[config.mk]
export PLATFORM = sky130hd
export DESIGN_NAME = fifo_push_arbiter
export DESIGN_NICKNAME = d
export VERILOG_FILES = /design/src/rtl/fifo_arb_pkg.sv /design/src/rtl/fifo_push_arbiter_rr_pick.sv /design/src/rtl/fifo_push_arbiter.sv
export SDC_FILE = /design/constraint.sdc
export NUM_CORES = 1
export LEC_CHECK = 0
export BUFFER_PORTS_ARGS = -buffer_cell sky130_fd_sc_hd__buf_4
export CAP_MARGIN = 20
export CORE_MARGIN = 2
export CORE_UTILIZATION = 40
export CTS_CLUSTER_SIZE = 28
export DETAILED_ROUTE_END_ITERATION = 6
export PLACE_DENSITY = 0.9
export SLEW_MARGIN = 20
export SYNTH_ARGS = -nofsm -noshare
export SYNTH_HDL_FRONTEND = slang
export SYNTH_SLANG_ARGS = --single-unit
[constraint.sdc]
create_clock -name clk -period 4.7 [get_ports clk]
set_clock_uncertainty 0.15 [all_clocks]
set_input_delay 1.175 -clock clk [delete_from_list [all_inputs] [get_ports clk]]
set_output_delay 1.175 -clock clk [all_outputs]
set_load 0.01 [all_outputs]
[src/rtl/fifo_arb_pkg.sv]
// Shared types and helpers for the FIFO push arbiter: FSM states, beat counter width, index width.
package fifo_arb_pkg;

  typedef enum logic {ARB_IDLE, ARB_GRANT} arb_state_e;

  localparam int BEAT_W = 8;

  function automatic int idx_w(input int n);
    return (n <= 2) ? 1 : $clog2(n);
  endfunction

endpackage

[src/rtl/fifo_push_arbiter_rr_pick.sv]
// Round-robin picker: first set request strictly after 'last', wrapping; purely combinational.
module rr_pick
  import fifo_arb_pkg::*;
#(
  parameter  int N  = 4,
  localparam int IW = idx_w(N)
) (
  input  logic [N-1:0]  req,
  input  logic [IW-1:0] last,
  output logic          any,
  output logic [IW-1:0] idx
);

  logic [2*N-1:0] req_dbl;
  logic [N-1:0]   rot;
  logic [IW-1:0]  start;
  logic [IW-1:0]  off;
  logic [IW:0]    sum;

  // Rotate so that bit 0 of 'rot' is the producer right after the last grant.
  assign start   = (last == IW'(N - 1)) ? '0 : last + IW'(1);
  assign req_dbl = {req, req};
  assign rot     = req_dbl[start +: N];

  always_comb begin
    off = '0;
    for (int k = N - 1; k >= 0; k--) begin
      if (rot[k]) off = IW'(k);
    end
  end

  assign sum = {1'b0, start} + {1'b0, off};
  assign idx = (sum >= (IW + 1)'(N)) ? IW'(sum - (IW + 1)'(N)) : sum[IW-1:0];
  assign any = |req;

endmodule

[src/rtl/fifo_push_arbiter.sv]
// Round-robin, burst-locked sharing of one FIFO write port; beats pass combinationally in the grant cycle.
// One idle arbitration cycle per grant; fifo_full stalls the granted producer via req_ready, never overflows.
module fifo_push_arbiter
  import fifo_arb_pkg::*;
#(
  parameter  int NUM_REQ    = 4,
  parameter  int DATA_WIDTH = 32,
  parameter  int MAX_BURST  = 4,
  localparam int IW         = idx_w(NUM_REQ)
) (
  input  logic                          clk,
  input  logic                          rst_n,
  input  logic [NUM_REQ-1:0]            req_valid,
  input  logic [NUM_REQ*DATA_WIDTH-1:0] req_data,
  output logic [NUM_REQ-1:0]            req_ready,
  output logic [DATA_WIDTH-1:0]         fifo_din,
  output logic                          fifo_shift_in,
  input  logic                          fifo_full,
  output logic                          grant_valid,
  output logic [IW-1:0]                 grant_id,
  output logic [BEAT_W-1:0]             beat_cnt
);

  arb_state_e    state;
  logic [IW-1:0] last_grant;
  logic [IW-1:0] pick;
  logic          pick_any;
  logic          in_grant;
  logic          beat;
  logic          burst_end;

  rr_pick #(.N(NUM_REQ)) u_pick (
    .req  (req_valid),
    .last (last_grant),
    .any  (pick_any),
    .idx  (pick)
  );

  assign in_grant      = (state == ARB_GRANT);
  assign beat          = in_grant && req_valid[grant_id] && !fifo_full;
  assign burst_end     = beat && (beat_cnt == BEAT_W'(MAX_BURST - 1));
  assign fifo_shift_in = beat;
  assign grant_valid   = in_grant;

  always_comb begin
    req_ready = '0;
    fifo_din  = '0;
    if (in_grant) begin
      for (int i = 0; i < NUM_REQ; i++) begin
        if (grant_id == IW'(i)) begin
          req_ready[i] = !fifo_full;
          fifo_din     = req_data[i*DATA_WIDTH +: DATA_WIDTH];
        end
      end
    end
  end

  always_ff @(posedge clk or negedge rst_n) begin
    if (!rst_n) begin
      state      <= ARB_IDLE;
      grant_id   <= '0;
      beat_cnt   <= '0;
      last_grant <= IW'(NUM_REQ - 1);
    end else begin
      case (state)
        ARB_IDLE: begin
          if (pick_any) begin
            state    <= ARB_GRANT;
            grant_id <= pick;
            beat_cnt <= '0;
          end
        end
        ARB_GRANT: begin
          // A stalled but still-valid producer keeps the grant indefinitely.
          if (!req_valid[grant_id] || burst_end) begin
            state      <= ARB_IDLE;
            last_grant <= grant_id;
            beat_cnt   <= '0;
          end else if (beat) begin
            beat_cnt <= beat_cnt + BEAT_W'(1);
          end
        end
        default: state <= ARB_IDLE;
      endcase
    end
  end

  a_no_push_when_full : assert property (@(posedge clk) disable iff (!rst_n)
    !(fifo_shift_in && fifo_full));

endmodule
==> flow_summary.yaml, run 1 <==
final_layout:
  fin_util_pct: 71.68
  drive_gt1_share_pct: 65.16
  area_delta_synth_final_pct: 74.89
  multi_input_area_um2: 1513
  regArea_um2: 329.1
  fin_nets: 492
  num_antenna_cells: 0
  n_fill_cell: 368
power_and_ir_drop:
  leakagePower_nw: 1.601
  internal-power_mw: 0.9814
  clkPwrFrac_pct: 6.3
  power_frac_comb_pct: 77.3
  power.density_nw_per_um2: 498.0
  p_sw_mw: 0.6934
  ir_drop_mv: 0.3694
  total_power_mw: 1.675
  p_sw_share_pct: 41.40
  p_seq_share_pct: 16.4
synthesis:
  synth_edf_count: 0
  synth_xor_area_share_pct: 1.366
  postSynthCellCount: 180
  muxShareOfSynthArea_pct: 41.44
  synth-compound-area-share_pct: 8.783
  ys_seq_elements: 13
  synth_warnings: 0
  synth_nets: 318
  ys.flop_type: "dfrtp_1"
  synth_top_family_by_area: "multiplexers"
  avgSynthCellArea_um2: 10.68
  synth_cell_types: 43
  synth-simple-area-share_pct: 25.11
  synth_adder_area_share_pct: 1.952
  async_reset_ff_share_pct: 100.0
  synth_seq_area_share_pct: 17.05
  netlist_area_um2: 1923
grt:
  grt_max_degree: 42
  first_global_vias: 2299
  grt_remaining_overflow: 0
  grt_pass1_wl_mm: 11.84
  antenna_found_initial: 0
  grt_use_total_pct: 29.16
clocking:
  cts_resized: 0
  root_buffer: "clkbuf_8"
  clk-insertion-delay-late_ns: 0.25
  htreeDepth: 1
  cts_buffers: 3
  cts_hold_repair.buffers: 0
  cts_tree: "yes"
  cts.sink_count: 13
  post-cts-setup-buffer-count: 0
  clk_pin_slew_ns: 0.06
  clockBufferDepth: 2
timing:
  hold_violations: 0
  fin_crit_sh_pct: 76.57
  setup_ws_ns: 1.101
  relSlewSlack_pct: 32.10
  fin_crit_ns: 3.599
  setup_viol: 0
  holdWs_ns: 0.4179
  tightest_slew_ns: 1.019
  tns_ns: 0
  rsz0062_at_grt: "false"
  fmax_mhz: 277.9
  drv_slew: 0
hold_path:
  hp-class: "flop to flop"
  hp-start: "beat_cnt[7]"
  hold_path_end: "beat_cnt[7]"
  hold_depth: 2
worst_setup_path:
  worstPathArrival_ns: 2.27
  ff2ff_path_depth: 9
  path_common_cell: "buf_4"
  critPathSlowestCell: "mux4_2"
  cp-end-kind: "output pin"
  reg2reg_slack_ns: 1.92
  worstPathRequired_ns: 3.38
  cp_max_fo: 8
  worst_setup_path_start_kind: "input port"
  cp-startpoint: "req_valid[3]"
  slowest_delay_ns: 0.53
  crit_buf_inv: 2
  r2r_end: "grant_id[1]"
  r2r-start: "last_grant[0]"
  worstPathCellList: "buf_4, mux4_2, and2_1, buf_4"
  cp_top_family: "multiplexers"
  path_class: "input port to output pin"
drt:
  routed_wl_mm: 8.268
  drtIter0Drc: 108
  drc: 0
  wl_per_cell_um: 20.31
  dr.pass1.iters: 4
  ant_nets: 0
  vias_per_cell: 5.801
  vias: 2361
place:
  dp_hpwl_mm: 6.774
  preCtsSetupSlack_ns: 1.122
  gp_congestion: 0.9155
  numPortBuffers: 182
die:
  coreArea_um2: 4692
  die-area_um2: 5378
  core.rowCount: 25
  ios: 183
  initial_utilization_pct: 40.99
  die_x_um: 73.34
  die_h_um: 73.34
run:
  drv_cap: 0
outcome:
  outcome: "completed"
==> registers in the layout, indices dropped and copies added, names as in the netlist <==
| signal | count |
|---|---|
| grant_valid | 1 |
| grant_id | 2 |
| beat_cnt | 8 |
| last_grant | 2 |
==> stage by stage <==
stage | cells | instance area [um^2]
2_1_floorplan | 180 | 1923
3_3_place_gp | 403 | 3318
3_5_place_dp | 403 | 3318
4_1_cts | 407 | 3363
5_1_grt | 407 | 3363
6_report | 407 | 3363
==> power by group through the flow <==
| stage | clock [mW] | combinational [mW] | sequential [mW] |
|---|---|---|---|
| 2_1_floorplan | 0 | 0.871 | 0.185 |
| 5_1_grt | 0.112 | 1.38 | 0.290 |
| 4_1_cts | 0.106 | 1.30 | 0.277 |
| 3_3_place_gp | 0 | 1.25 | 0.276 |
| 3_5_place_dp | 0 | 1.29 | 0.278 |
| 6_report | 0.106 | 1.29 | 0.274 |
==> cell type report <==
cell class              instances  area share [%]
repair buffers                184           41.44
inverters                       4          0.4464
multi-input cells             148           44.98
flip-flops and latches         13           9.784
well taps                      54           2.009
clock buffers                   4           1.339
==> logic make-up (layout without fill, tap and decap cells) <==
| family | count (synthesis) | after routing |
|---|---|---|
| AND/OR/NAND/NOR | 80 | 80 |
| multiplexers | 38 | 38 |
| AO/OA/AOI/OAI | 24 | 24 |
| buffers and inverters | 19 | 192 |
| flip-flops | 13 | 13 |
| adder cells (fa/ha/maj) | 3 | 3 |
| XOR/XNOR | 3 | 3 |
==> Yosys cell counts, types with 2 or more instances <==
cell type / number / share of area [%]
inv_1: 4 / 0.78
ha_1: 3 / 2.0
xnor2_1: 2 / 0.91
nor2b_1: 3 / 0.98
o31a_1: 2 / 0.91
nand2b_1: 3 / 0.98
nor2_1: 3 / 0.59
buf_4: 2 / 0.78
nand2_1: 11 / 2.1
a21oi_1: 5 / 1.3
buf_2: 3 / 0.78
dfstp_2: 2 / 2.7
and3b_1: 2 / 0.91
dfrtp_1: 11 / 14
and2_1: 34 / 11
mux2i_1: 2 / 1.0
nand4_1: 2 / 0.65
mux2_2: 3 / 1.8
nand3_1: 5 / 1.3
and3_1: 3 / 0.98
nor3b_1: 4 / 1.6
mux4_2: 33 / 39
o311a_1: 2 / 1.0
o21ai_0: 5 / 1.3
o211ai_1: 2 / 0.78
clkbuf_1: 9 / 1.8
or2_2: 2 / 0.65
nor4_1: 3 / 0.98
==> routing by layer <==
metal / global-route usage (%) / vias up / wire length, um
met2: 52.95 / 127 / 4508
met3: 4.252 / 19 / 598
met1: 34.89 / 1161 / 2967
met4: 10.51 / 0 / 194
met5: 0 / - / 0
li1: - / 1054 / -
==> cell usage in the layout (no fill, tap or decap), drive strengths merged, types with 3 or more instances in the layout <==
cell type  count
buf          184
and2          34
mux4          33
nand2         11
dfrtp         11
o21ai          6
a21oi          5
nand3          5
inv            4
nor3b          4
clkbuf         4
nor2b          3
nor2           3
nor4           3
and3           3
mux2           3
nand2b         3
ha             3
==> worst min-delay path, stage by stage, from the launching register on <==
cell and delay, ns:
dfrtp_1 0.40, nand2_1 0.06, o21ai_0 0.07
==> worst max path at each step <==
stage,slack [ns],depth (start not counted),to
2_1_floorplan,1.25,4,fifo_shift_in
3_3_place_gp,1.13,4,fifo_shift_in
3_5_place_dp,1.12,4,fifo_shift_in
4_1_cts,1.12,4,fifo_shift_in
5_1_grt,1.08,3,fifo_shift_in
6_report,1.10,4,fifo_shift_in
No activity file was read; power rests on OpenSTA's default activity.
==> run 2: changes to the inputs <==
--- a/config.mk
+++ b/config.mk
@@ -8,10 +8,10 @@
 export BUFFER_PORTS_ARGS = -buffer_cell sky130_fd_sc_hd__buf_4
 export CAP_MARGIN = 20
 export CORE_MARGIN = 2
-export CORE_UTILIZATION = 40
+export CORE_UTILIZATION = 34
 export CTS_CLUSTER_SIZE = 28
 export DETAILED_ROUTE_END_ITERATION = 6
-export PLACE_DENSITY = 0.9
+export PLACE_DENSITY = 0.82
 export SLEW_MARGIN = 20
 export SYNTH_ARGS = -nofsm -noshare
 export SYNTH_HDL_FRONTEND = slang
==> constraint.sdc (replaced) <==
create_clock -name clk -period 2.9 [get_ports clk]
set_clock_uncertainty 0.15 [all_clocks]
set_input_delay 0.725 -clock clk [delete_from_list [all_inputs] [get_ports clk]]
set_output_delay 0.725 -clock clk [all_outputs]
set_load 0.01 [all_outputs]
==> flow_summary.yaml, run 2 (synthesized netlist as in run 1, its figures left out) <==
final_layout:
  fin_util_pct: 62.41
  area_delta_synth_final_pct: 77.62
  final_cell_mix: "buf_4, and2_1, mux4_2, nand2_1, dfrtp_1"
  regMostFlops: "beat_cnt"
  fin_nets: 496
  postLayoutCellArea_um2: 3416
  num_antenna_cells: 0
  reg_top3: "beat_cnt (8), grant_id (2), last_grant (2)"
  final_common_cell: "buf_4"
  fin_cells: 429
  drive_gt1_share_pct: 65.55
  largest_reg_flops: 8
place:
  numPortBuffers: 182
  place_area_um2: 3371
  gp_congestion: 0.9445
  dp_cells: 425
  dp_hpwl_mm: 6.361
  preCtsSetupSlack_ns: 0.2327
power_and_ir_drop:
  total_power_mw: 2.700
  power.density_nw_per_um2: 790.4
  leakagePower_nw: 1.620
  ir_drop_mv: 0.5709
drt:
  dr.pass1.iters: 5
  drc: 0
  wl_per_cell_um: 17.53
  vias: 2301
  drtIter0Drc: 67
  ant_nets: 0
  routed_wl_mm: 7.521
  vias_per_cell: 5.364
clocking:
  clockBufferDepth: 2
  clk_pin_slew_ns: 0.05
  cts_hold_repair.buffers: 0
  cts.sink_count: 13
  cts_tree: "yes"
  cts_resized: 0
  htreeDepth: 1
  root_buffer: "clkbuf_8"
  cts_buffers: 3
  clk-insertion-delay-late_ns: 0.24
  post-cts-setup-buffer-count: 0
timing:
  setup_ws_ns: 0.1271
  holdWs_ns: 0.1645
  relSlewSlack_pct: 69.61
  tightest_slew_ns: 0.4517
  rsz0062_at_grt: "false"
  hold_violations: 0
  drv_slew: 0
  fin_crit_sh_pct: 95.62
  tns_ns: 0
  fin_crit_ns: 2.773
  fmax_mhz: 360.6
  setup_viol: 0
grt:
  grt_pass1_wl_mm: 10.94
  grt_max_degree: 33
  grt_use_total_pct: 22.42
  antenna_found_initial: 0
  first_global_vias: 2255
  grt_remaining_overflow: 0
die:
  die_h_um: 79.21
  ios: 183
  coreArea_um2: 5473
  initial_utilization_pct: 35.14
  die_x_um: 79.21
  die-area_um2: 6273
  core.rowCount: 27
run:
  drv_cap: 0
outcome:
  outcome: "completed"
hold_path:
  hp-class: "input port to asynchronous set/reset pin"
worst_setup_path:
  worstPathRequired_ns: 2.03
  ff2ff_path_depth: 9
  cp_max_fo: 16
  worstPathArrival_ns: 1.90
  path_class: "flop to output pin"
  worst_setup_path_start_kind: "flop"
  cp-end-kind: "output pin"
-- run 2: final timing paths --
check                              start             to  slack [ns]
hold / removal                     rst_n    beat_cnt[6]        0.16
min in group clk             beat_cnt[6]    beat_cnt[6]        0.39
max in group asynchronous          rst_n  last_grant[0]        2.20
setup / recovery             grant_id[0]   fifo_din[26]        0.13
hold reg to reg              beat_cnt[6]    beat_cnt[6]        0.39
setup reg to reg           last_grant[0]    grant_id[1]        0.23
-- run 2: final cells by class --
cell class	count	area [um^2]
Inverter	4	15.01
Timing Repair Buffer	188	1424
Tap cell	72	90.09
Sequential cell	13	329.1
Fill cell	461	2057
Clock buffer	4	45.04
Multi-Input combinational cell	148	1513
-- run 2: where the power goes --
group	internal, mW	switching (mW)	leakage (nW)
Clock	0.0972	0.0652	0.0228
Sequential	0.241	0.0730	0.165
Combinational	1.28	0.940	1.43
-- run 2: critical path: stages (launching register included) --
cell and delay [ns]:
dfrtp_2 0.44, buf_4 0.33, mux4_2 0.55, and2_1 0.19, buf_4 0.14
-- run 2: routing by layer --
metal	global-route usage [%]	wire [um]	vias up
met5	0	0	-
met4	6.379	176	0
met3	3.295	557	16
met2	42.46	4086	128
met1	26.05	2701	1101
li1	-	-	1056
==> run 3: changes to the inputs <==
--- a/config.mk
+++ b/config.mk
@@ -11,7 +11,7 @@
 export CORE_UTILIZATION = 34
 export CTS_CLUSTER_SIZE = 28
 export DETAILED_ROUTE_END_ITERATION = 6
-export PLACE_DENSITY = 0.82
+export PLACE_DENSITY = 0.79
 export SLEW_MARGIN = 20
 export SYNTH_ARGS = -nofsm -noshare
 export SYNTH_HDL_FRONTEND = slang
==> flow_summary.yaml, run 3 (synthesized netlist as in run 1, its figures left out) <==
outcome:
  outcome: "completed"
place:
  dp_hpwl_mm: 6.256
  gp_congestion: 0.8194
  numPortBuffers: 182
  place_area_um2: 3381
  dp_cells: 423
grt:
  grt_use_total_pct: 23.15
  grt_remaining_overflow: 0
  antenna_found_initial: 0
  first_global_vias: 2210
  grt_max_degree: 37
  grt_pass1_wl_mm: 11.31
worst_setup_path:
  worstPathCellList: "buf_12, mux4_2, and2_1, buf_4"
  critPathSlowestCell: "dfrtp_2"
  cp-end-kind: "output pin"
  worstPathRequired_ns: 2.03
  path_class: "flop to output pin"
  worst_setup_path_start_kind: "flop"
  worstPathArrival_ns: 1.89
  cp_max_fo: 18
  slowest_delay_ns: 0.57
clocking:
  htreeDepth: 1
  cts_tree: "yes"
  cts_hold_repair.buffers: 0
  clk-insertion-delay-late_ns: 0.25
  root_buffer: "clkbuf_8"
  cts.sink_count: 13
  cts_buffers: 3
  clockBufferDepth: 2
  post-cts-setup-buffer-count: 0
  cts_resized: 0
  clk_pin_slew_ns: 0.05
die:
  initial_utilization_pct: 35.14
  die-area_um2: 6273
  die_x_um: 79.21
  core.rowCount: 27
  die_h_um: 79.21
  ios: 183
  coreArea_um2: 5473
drt:
  vias: 2236
  vias_per_cell: 5.237
  dr.pass1.iters: 4
  drtIter0Drc: 75
  drc: 0
  routed_wl_mm: 7.569
  ant_nets: 0
  wl_per_cell_um: 17.73
final_layout:
  drive_gt1_share_pct: 65.35
  regMostFlops: "beat_cnt"
  reg_top3: "beat_cnt (8), grant_id (2), last_grant (2)"
  final_cell_mix: "buf_4, and2_1, mux4_2, nand2_1, dfrtp_1"
  fin_cells: 427
  largest_reg_flops: 8
  fin_nets: 494
  postLayoutCellArea_um2: 3426
  num_antenna_cells: 0
  final_common_cell: "buf_4"
  area_delta_synth_final_pct: 78.14
run:
  drv_cap: 0
timing:
  tns_ns: 0
  fmax_mhz: 362.1
  fin_crit_sh_pct: 95.22
  relSlewSlack_pct: 68.04
  tightest_slew_ns: 0.4750
  drv_slew: 0
  rsz0062_at_grt: "false"
  fin_crit_ns: 2.761
  setup_viol: 0
  hold_violations: 0
power_and_ir_drop:
  power.density_nw_per_um2: 796.8
  ir_drop_mv: 0.4842
  leakagePower_nw: 1.620
  total_power_mw: 2.730
hold_path:
  hp-class: "input port to asynchronous set/reset pin"
run 3: cell type report:
class                           count  area (um^2)
Sequential cell                    13        329.1
Fill cell                         484         2047
Multi-Input combinational cell    148         1513
Timing Repair Buffer              186         1434
Clock buffer                        4        45.04
Tap cell                           72        90.09
Inverter                            4        15.01
run 3: layer usage:
layer | vias up | track usage [%] | part of all wire [%]
li1 | 1054 | - | -
met1 | 1075 | 25.24 | 34
met2 | 94 | 44.75 | 57
met3 | 13 | 5.114 | 7.9
met4 | 0 | 6.034 | 1.7
met5 | - | 0 | 0
run 3: worst max-delay path, delay by kind of cell, from the launching register on:
kind,cells,cell delay (ns)
buffers and inverters,2,0.38
muxes,1,0.51
and+or+nand+nor,1,0.17
DFF,1,0.57
run 3: stage by stage:
step	util [%]	setup WS, ns	hold WS (ns)
floorplan	-	0.3277	0.2794
global placement	61.77	0.2345	0.3872
detailed placement	61.77	0.1946	0.4121
CTS	62.60	0.1124	0.1618
global route	62.60	0.03259	0.1681
finish	62.60	0.1387	0.1611
run 3: worst paths after layout:
check / startpoint / end / slack [ns] / depth (start not counted)
max in group asynchronous: rst_n / last_grant[1] / 2.21 / 1
max reg2reg: last_grant[0] / grant_id[1] / 0.16 / 9
min reg2reg: beat_cnt[0] / beat_cnt[0] / 0.42 / 1
min in group clk: beat_cnt[0] / beat_cnt[0] / 0.42 / 1
max: grant_id[0] / fifo_din[8] / 0.14 / 4
min: rst_n / beat_cnt[2] / 0.16 / 1
run 3: power by group:
group,switching [mW],internal [mW]
logic,0.919,1.30
registers,0.102,0.240
clock network,0.0663,0.0973
total,1.09,1.64
